File: config.mk
export PLATFORM = sky130hd
export DESIGN_NAME = ssg_score_ctrl
export DESIGN_NICKNAME = d
export VERILOG_FILES = /design/src/rtl/ssg_pkg.sv /design/src/rtl/ssg_score_ctrl_dabble.sv /design/src/rtl/ssg_score_ctrl.sv
export SDC_FILE = /design/constraint.sdc
export NUM_CORES = 1
export LEC_CHECK = 0
export BUFFER_PORTS_ARGS = -buffer_cell sky130_fd_sc_hd__buf_2
export CORE_AREA = 2 2 89 91
export CTS_BUF_LIST = sky130_fd_sc_hd__clkbuf_4 sky130_fd_sc_hd__clkbuf_8
export DETAILED_ROUTE_END_ITERATION = 10
export DIE_AREA = 0 0 91 93
export PLACE_DENSITY = 0.65
export RECOVER_POWER = 100
export SLEW_MARGIN = 20
export SYNTH_ARGS = -nofsm -noshare
export SYNTH_HDL_FRONTEND = slang
export SYNTH_SLANG_ARGS = --single-unit
File: constraint.sdc
create_clock -name clk -period 2.5 [get_ports clk]
set_clock_uncertainty 0.1 [all_clocks]
set_input_delay 0.5 -clock clk [delete_from_list [all_inputs] [get_ports clk]]
set_output_delay 0.5 -clock clk [all_outputs]
set_load 0.02 [all_outputs]
File: src/rtl/ssg_pkg.sv
// Shared types and constants for the seven-segment score controller.
package ssg_pkg;

    localparam logic [3:0]  DIGIT_DASH = 4'hA;
    localparam logic [13:0] BCD_MAX    = 14'd9999;

    typedef enum logic [1:0] {
        IDLE   = 2'd0,
        CONV   = 2'd1,
        COMMIT = 2'd2
    } ssg_ctrl_state_t;

    // Index 0 = ones, 3 = thousands.
    typedef logic [3:0][3:0] bcd4_t;

endpackage

File: src/rtl/ssg_score_ctrl_dabble.sv
// One double-dabble iteration: add 3 to every BCD nibble >= 5, then shift
// {bcd, bin} left by one bit.
module bcd_dabble_step #(
    parameter int W = 14
) (
    input  logic [15:0]  bcd_in,
    input  logic [W-1:0] bin_in,
    output logic [15:0]  bcd_out,
    output logic [W-1:0] bin_out
);

    logic [15:0] bcd_adj;

    // Per-nibble add-3 correction followed by the combined left shift
    always_comb begin
        bcd_adj = bcd_in;
        for (int unsigned i = 0; i < 4; i++) begin
            if (bcd_in[i*4 +: 4] >= 4'd5) begin
                bcd_adj[i*4 +: 4] = bcd_in[i*4 +: 4] + 4'd3;
            end
        end
        bcd_out = {bcd_adj[14:0], bin_in[W-1]};
        bin_out = {bin_in[W-2:0], 1'b0};
    end

endmodule

File: src/rtl/ssg_score_ctrl.sv
// Score sequencing controller: binary -> 4-digit BCD via sequential
// double-dabble, held digit registers and a registered dash overlay.
// Optional build macro SSG_CTRL_SAT_EN: saturate inputs above 9999 to 9999
// instead of showing dashes for an overflowed value.
module ssg_score_ctrl #(
    parameter int W = 14
) (
    input  logic         clk,
    input  logic         rst_n,
    input  logic         val_valid,
    output logic         val_ready,
    input  logic [W-1:0] val_data,
    input  logic         dash_req,
    output logic         busy,
    output logic         updated,
    output logic [3:0]   dig0,
    output logic [3:0]   dig1,
    output logic [3:0]   dig2,
    output logic [3:0]   dig3
);
    import ssg_pkg::*;

    localparam int CW = $clog2(W + 1);

    ssg_ctrl_state_t state;
    logic [CW-1:0]   cnt;
    logic [15:0]     bcd_q;
    logic [W-1:0]    bin_q;
    logic [15:0]     bcd_nx;
    logic [W-1:0]    bin_nx;
    bcd4_t           dig_q;
    logic            ovf_q;
    logic            xfer;
    logic            over_max;
    logic [W-1:0]    load_bin;

    assign xfer     = val_valid && val_ready;
    assign over_max = (32'(val_data) > 32'(BCD_MAX));

    // Value captured into the shift register at the transfer edge
    always_comb begin
`ifdef SSG_CTRL_SAT_EN
        load_bin = over_max ? W'(BCD_MAX) : val_data;
`else
        load_bin = val_data;
`endif
    end

    bcd_dabble_step #(.W(W)) u_step (
        .bcd_in  (bcd_q),
        .bin_in  (bin_q),
        .bcd_out (bcd_nx),
        .bin_out (bin_nx)
    );

    // Controller FSM with shift register, digit registers and handshake outputs
    always_ff @(posedge clk or negedge rst_n) begin
        if (!rst_n) begin
            state     <= IDLE;
            cnt       <= '0;
            bcd_q     <= '0;
            bin_q     <= '0;
            dig_q     <= '0;
            ovf_q     <= 1'b0;
            val_ready <= 1'b1;
            busy      <= 1'b0;
            updated   <= 1'b0;
        end else begin
            updated <= 1'b0;
            case (state)
                IDLE: begin
                    if (xfer) begin
                        bin_q     <= load_bin;
                        bcd_q     <= '0;
                        cnt       <= '0;
`ifdef SSG_CTRL_SAT_EN
                        ovf_q     <= 1'b0;
`else
                        ovf_q     <= over_max;
`endif
                        val_ready <= 1'b0;
                        busy      <= 1'b1;
                        state     <= CONV;
                    end
                end
                CONV: begin
                    bcd_q <= bcd_nx;
                    bin_q <= bin_nx;
                    cnt   <= cnt + 1'b1;
                    if (cnt == CW'(W - 1)) begin
                        state <= COMMIT;
                    end
                end
                COMMIT: begin
                    dig_q     <= ovf_q ? {4{DIGIT_DASH}} : bcd4_t'(bcd_q);
                    ovf_q     <= 1'b0;
                    updated   <= 1'b1;
                    val_ready <= 1'b1;
                    busy      <= 1'b0;
                    state     <= IDLE;
                end
                default: begin
                    state <= IDLE;
                end
            endcase
        end
    end

    // Registered dash overlay on the committed digits
    always_ff @(posedge clk or negedge rst_n) begin
        if (!rst_n) begin
            dig0 <= '0;
            dig1 <= '0;
            dig2 <= '0;
            dig3 <= '0;
        end else begin
            dig0 <= dash_req ? DIGIT_DASH : dig_q[0];
            dig1 <= dash_req ? DIGIT_DASH : dig_q[1];
            dig2 <= dash_req ? DIGIT_DASH : dig_q[2];
            dig3 <= dash_req ? DIGIT_DASH : dig_q[3];
        end
    end

endmodule

==> results of run 1 <==
==> worst paths after layout <==
| path | startpoint | to | slack (ns) | cells past startpoint |
|---|---|---|---|---|
| max in group asynchronous | rst_n | bcd_q[11] | 0.69 | 2 |
| min in group asynchronous | rst_n | dig_q[0] | 0.58 | 2 |
| setup reg to reg | state[1] | bcd_q[7] | 0.47 | 4 |
| hold / removal | val_data[0] | bin_q[0] | 0.25 | 3 |
| hold reg to reg | dig_q[1] | dig0[1] | 0.37 | 1 |
| setup / recovery | state[1] | bcd_q[7] | 0.47 | 4 |
==> Yosys cell counts <==
cell,count
buf_2,6
clkbuf_2,1
a32o_1,4
nor2b_1,9
buf_6,5
nand3_1,21
mux2_2,3
or3_1,1
xor2_1,3
o22ai_1,12
xnor2_1,4
nor2_1,34
o21ai_0,30
buf_4,3
inv_1,12
dfstp_2,1
dfrtp_1,71
nand4_1,1
clkbuf_1,3
nand2_1,25
or2_2,8
nand4bb_1,1
ha_1,10
nor4b_1,1
a21oi_1,5
o31ai_1,11
nand2b_4,1
o311ai_1,1
nand2b_1,9
nand2_4,1
a22oi_1,1
nor4_1,1
==> power groups by stage <==
stage,registers (W),clock network [W],logic [W]
3_5_place_dp,0.00189,0,0.00140
3_3_place_gp,0.00187,0,0.00137
4_1_cts,0.00186,0.000822,0.00141
2_1_floorplan,0.00188,0,0.00109
6_report,0.00186,0.000795,0.00136
5_1_grt,0.00193,0.000878,0.00157
==> worst max-delay path: stages (launching register included) <==
cell	delay, ns
dfrtp_1	0.43
nand2b_2	0.61
nand2_4	0.42
o31ai_1	0.12
a32o_1	0.23
==> area by class of cell <==
cell class | count | area [µm²]
clock buffer | 10 | 131
clock inverter | 6 | 36.3
fill | 740 | 4040
inverter | 12 | 45.0
multi-input combinational | 197 | 1160
sequential | 72 | 1800
tap | 102 | 128
timing repair buffer | 41 | 184
==> flip-flops by register name, summed over array words and instances (netlist names) <==
register and count:
val_ready 1, bcd_q 16, bin_q 14, busy 1, updated 1, dig3 4, state 2, dig_q 16
ovf_q 1, dig1 4, cnt 4, dig0 4, dig2 4
==> logic make-up after synthesis <==
kind of cell | count (synthesis)
AND/OR/NAND/NOR | 113
flip-flops | 72
AO/OA/AOI/OAI | 64
buffers and inverters | 30
adder cells (fa/ha/maj) | 10
XOR/XNOR | 7
multiplexers | 3
==> per-layer routing <==
metal  global-route usage  wire length [µm]  vias to the layer above  share of wire
met5                    0                 0                        -              0
met4               0.0530                61                        0          0.011
met3               0.0500               327                        7          0.058
met2                0.226              2520                       48           0.45
met1                0.195              2690                     1037           0.48
li1                     -                 -                     1081              -
==> metrics by stage <==
stage	cells	cell area [µm²]	setup WS (ns)	utilization	hold WS [ns]
floorplan	299	3140	0.880	-	0.104
global placement	424	3370	0.788	0.447	0.349
detailed placement	424	3370	0.711	0.447	0.354
CTS	440	3540	0.667	0.470	0.0818
global route	440	3480	0.278	0.463	0.261
finish	440	3480	0.474	0.463	0.246
==> impl_results.md, run 1 <==
* CP Max Fanout at 47
* Power Internal at 0.00248 W
* Register area share after synthesis at 0.575
* Hold Vio Cnt, Final at 0
* Clock Tree Buf Depth at 2
* 1st-iter DRT viols at 138
* Die width at 91 µm
* Layout cells sized above 1 at 0.148
* Grt total ovfl at 0
* Setup Buffers After CTS at 0
* Final min period at 2.03 ns
* Io pins at 37
* Final #Nets at 361
* Vias/cell at 4.94
* CTS tree: built
* Initial antenna violation count at 0
* Clock power frac at 0.198
* Relative slew slack at -0.143
* Design Power at 0.00402 W
* Library cells used by synthesis at 32
* VDD IR-drop max at 0.526 mV
* Clock Sinks at 72
* Post-synthesis register bit count at 72
* Critical path endpoint category: register
* Part of the power in registers at 0.464
* Gate Count Post-Synth at 299
* Synth Area in Adders at 0.0399
* Hold WC Path Type: input port to register
* ANT nets after route at 0
* Layout area overhead at 11.1%
* Quantity of gates resized following cts at 0
* DP Wirelength at 3570 µm
* RSZ-0062 raised after global routing: no
* CP Launch Type: register
* Mux cell area share after synthesis at 0.0108
* Drt first pass iters at 4
* Num CTS Buffers at 9
* Syn Area/Cell at 10.5 µm²
* CTS clock-pin slew for the worst setup and hold paths at 0.08 ns
* Later-pin clock latency in the skew report at 0.35 ns
* Post-synth top area share at 0.567
* Critical path required time at 2.63 ns
* Root Driver: clkbuf_8
* Chip Height at 93 µm
* Simple-gate portion of the synthesized area at 0.176
* # diodes at 0
* GPL Wtd Cong at 0.758
* DRT Wirelength at 5590 µm
* First-pass GRT wire length at 9830 µm
* Xor/xnor cell area share of the yosys netlist at 0.0196
* DRC Markers at 0
* Vias in the first global route at 2082
* Commonest non-fill, non-tap cell in the layout: dfrtp_1
* Via count at 2173
* Total track usage at 0.147
* Post-synthesis compound-gate area fraction at 0.124
* Main combinational cell family by area after synthesis: simple AND/OR/NAND/NOR gates
* Combinational share of power at 0.338
* Slew Limit Fails at 73
* YS warnings at 0
* Net Sw Power at 0.00153 W
* Synth top area cells: dfrtp_1 (57%), o21ai_0 (4.8%), nor2_1 (4.1%), ha_1 (4.0%), nand3_1 (3.4%)
* Setup CP Type: register to register
* Core footprint at 0.00753 mm²
* DR WL/cell at 12.7 µm
* Pin count of the biggest net entering global routing at 73
* Port bufs at 36
* Lkg Pwr at 1.56 nW
* Max-cap viol count at 1
* Die Area at 0.00846 mm²
* Syn nets at 327
* TNS Setup at 0 ns
* Slew @ Worst Pin at 1.71 ns
* Cell Pwr Density at 1150 mW/mm²
* Netlist Area Pre-Place at 0.00314 mm²
* CTS Hold Buffers Added at 0
* Cell taking the most area after synthesis: dfrtp_1
* Switching Share at 0.382
* Final setup viols at 0
* Initial Utilization at 0.417
* Number of cell rows at 32
* Most frequent cells in the layout: dfrtp_1 (71), nor2_1 (34), o21ai_0 (30)
* CP Data Arrival Time at 2.16 ns
* Status: finished, violations left
* H-tree lvl count at 3
* Post-route clock period utilization at 0.810
* FMAX at 494 MHz
* Failing checks: max-capacitance violations, max-slew violations
(Power assumes the default switching activity.)
==> run 2, diff against run 1 <==
clock period = 2 ns   (was 2.5 ns; I/O delays follow)
==> run 2 against run 1 <==
- the flow now finishes without violations
- sequential power increased by 26%
- core utilization rose by 0.85 points
- hold slack worse by 0.087 ns
- total power grew 30%
- maximum frequency up 13%
- clock-buffer cell count is 1 higher
- first-iteration DRC count is 23% lower
- cell area rose by 1.8%
- sequential share of layout area is 0.93 points lower
- sequential cell count stayed put
- highest routed layer unchanged
==> impl_results.md, run 2 (synthesized netlist as in run 1, its figures left out) <==
* Status: finished clean (was finished, violations left)
* TNS Setup at 0 ns (unchanged)
* # diodes at 0 (unchanged)
* DRC Markers at 0 (unchanged)
* Vias in the first global route at 2254 (was 2082)
* VDD IR-drop max at 0.596 mV (was 0.526 mV)
* Post-route clock period utilization at 0.898 (was 0.810)
* DR WL/cell at 12.8 µm (was 12.7 µm)
* Slew Limit Fails at 0 (was 73)
* ANT nets after route at 0 (unchanged)
* Worst Hold Depth at 3 (unchanged)
* Layout area overhead at 13.2% (was 11.1%)
* Root Driver: clkbuf_8 (unchanged)
* Final setup viols at 0 (unchanged)
* Initial Utilization at 0.417 (unchanged)
* DP Cell Count at 426 (was 424)
* Clock Tree Buf Depth at 2 (unchanged)
* Core footprint at 0.00753 mm² (unchanged)
* Hold WC Path Type: input port to register (unchanged)
* Pre-CTS setup slack at 0.220 ns (was 0.711 ns)
* Io pins at 37 (unchanged)
* Setup CP Type: register to register (unchanged)
* Total track usage at 0.152 (was 0.147)
* CP Launch Type: register (unchanged)
* Largest delay share family, worst path: compound AO/OA/AOI/OAI gates (was simple AND/OR/NAND/NOR gates)
* Final #Nets at 364 (was 361)
* Switching Share at 0.366 (was 0.382)
* Final min period at 1.80 ns (was 2.03 ns)
* # fillers at 755 (was 740)
* Post-route non-filler standard cell count at 443 (was 440)
* Worst path bufs/invs at 1 (was 0)
* Critical path required time at 2.16 ns (was 2.63 ns)
* Commonest non-fill, non-tap cell in the layout: dfrtp_1 (unchanged)
* Critical path endpoint category: register (unchanged)
* CP max stage cell: dfrtp_1 (was nand2b_2)
* Cell Pwr Density at 1470 mW/mm² (was 1150 mW/mm²)
* Grt total ovfl at 0 (unchanged)
* Chip Height at 93 µm (unchanged)
* Net Sw Power at 0.00191 W (was 0.00153 W)
* FMAX at 557 MHz (was 494 MHz)
* Layout cells sized above 1 at 0.150 (was 0.148)
* Slowest stage delay, CP at 0.42 ns (was 0.61 ns)
* Combinational share of power at 0.330 (was 0.338)
* Die width at 91 µm (unchanged)
* RSZ-0062 raised after global routing: no (unchanged)
* Clock power frac at 0.222 (was 0.198)
* CTS clock-pin slew for the worst setup and hold paths at 0.08 ns (about the same)
* Relative slew slack at 0.361 (was -0.143)
* Part of the power in registers at 0.448 (was 0.464)
* Power Internal at 0.00331 W (was 0.00248 W)
* Number of cell rows at 32 (unchanged)
* First-pass GRT wire length at 10400 µm (was 9830 µm)
* Top Registers: bcd_q x16, dig_q x16, bin_q x14 (unchanged)
* Slew @ Worst Pin at 0.958 ns (was 1.71 ns)
* Drt first pass iters at 4 (unchanged)
* Quantity of gates resized following cts at 0 (unchanged)
* Most frequent cells in the layout: dfrtp_1 (71), nor2_1 (34), o21ai_0 (30) (unchanged)
* R2R depth at 6 (was 4)
* Via count at 2211 (was 2173)
* Lkg Pwr at 1.59 nW (was 1.56 nW)
* CP Data Arrival Time at 1.96 ns (was 2.16 ns)
* 1st-iter DRT viols at 106 (was 138)
* Port bufs at 36 (unchanged)
* Final hold slack at 0.159 ns (was 0.246 ns)
* Num CTS Buffers at 9 (unchanged)
* Max-cap viol count at 0 (was 1)
* CP Depth at 6 (was 4)
* Vias/cell at 4.99 (was 4.94)
* Clock Sinks at 72 (unchanged)
* DP Wirelength at 3740 µm (was 3570 µm)
* GPL Wtd Cong at 0.763 (was 0.758)
* DRT Wirelength at 5650 µm (was 5590 µm)
* Initial antenna violation count at 0 (unchanged)
* CTS tree: built (unchanged)
* H-tree lvl count at 3 (unchanged)
* Pin count of the biggest net entering global routing at 73 (unchanged)
* Later-pin clock latency in the skew report at 0.34 ns (was 0.35 ns)
* CP Max Fanout at 4 (was 47)
* Hold Vio Cnt, Final at 0 (unchanged)
* Crit path cell chain: inv_1 -> ha_1 -> nand2b_1 -> a21oi_1 -> mux2_2 -> o21ai_0 (was nand2b_2 -> nand2_4 -> o31ai_1 -> a32o_1)
* Worst setup slack after layout at 0.204 ns (was 0.474 ns)
* Die Area at 0.00846 mm² (unchanged)
-- run 2: cell types whose count changed in the layout (fill, tap and decap cells not counted) --
cell | before | now
buf_4 | 2 | 3
bufinv_16 | 0 | 1
clkbuf_8 | 9 | 11
clkinv_2 | 4 | 2
clkinv_4 | 1 | 0
clkinvlp_4 | 1 | 2
dfstp_1 | 0 | 1
dfstp_2 | 1 | 0
dlygate4sd3_1 | 0 | 1
nand2_2 | 0 | 1
nand2_4 | 1 | 0
nand2b_2 | 1 | 0
nand2b_4 | 0 | 1
-- run 2: cell type report --
class	instances	area, µm²	share of cell area
inverters	12	45.0	0.0127
clock buffers	11	151	0.0427
clock inverters	5	55.1	0.0155
well taps	102	128	0.0360
repair buffers	44	209	0.0589
flip-flops and latches	72	1800	0.508
multi-input cells	197	1160	0.326
-- run 2: what timing repair did --
item,in CTS,in global routing
hold buffers,1,0
setup endpoints to repair,0,0
hold endpoints to repair,47,0
buffers inserted,0,0
-- run 2: metrics by stage --
stage	total power, W	instance area, µm²	util
6_report	0.00522	3550	0.471
5_1_grt	0.00570	3550	0.471
4_1_cts	0.00533	3600	0.478
3_5_place_dp	0.00414	3380	0.449
3_3_place_gp	0.00407	3380	0.449
2_1_floorplan	0.00371	3140	-
-- run 2: worst paths after layout --
check	to	slack, ns	startpoint
worst min-delay path	bin_q[0]	0.16	val_data[0]
worst min register to register	dig1[3]	0.36	dig_q[7]
min in group asynchronous	dig0[0]	0.75	rst_n
worst max-delay path	bcd_q[6]	0.20	bcd_q[4]
max in group asynchronous	bin_q[9]	0.43	rst_n
worst max register to register	bcd_q[6]	0.20	bcd_q[4]
-- run 2: layer usage --
layer	up-vias	routed length [µm]	track usage
li1	1097	-	-
met1	1071	2700	0.192
met2	37	2660	0.248
met3	6	230	0.0411
met4	0	64	0.0669
met5	-	0	0
-- run 2: power groups by stage --
stage	combinational [W]	clock, W	sequential, W
floorplan	0.00137	0	0.00235
global placement	0.00173	0	0.00235
detailed placement	0.00177	0	0.00236
CTS	0.00179	0.00120	0.00234
global route	0.00200	0.00127	0.00242
finish	0.00172	0.00116	0.00234
-- run 2: tightest hold or removal path, delay by kind of cell --
kind | cells | cell delay (ns)
AND/OR/NAND/NOR | 2 | 0.09
buffers and inverters | 1 | 0.08
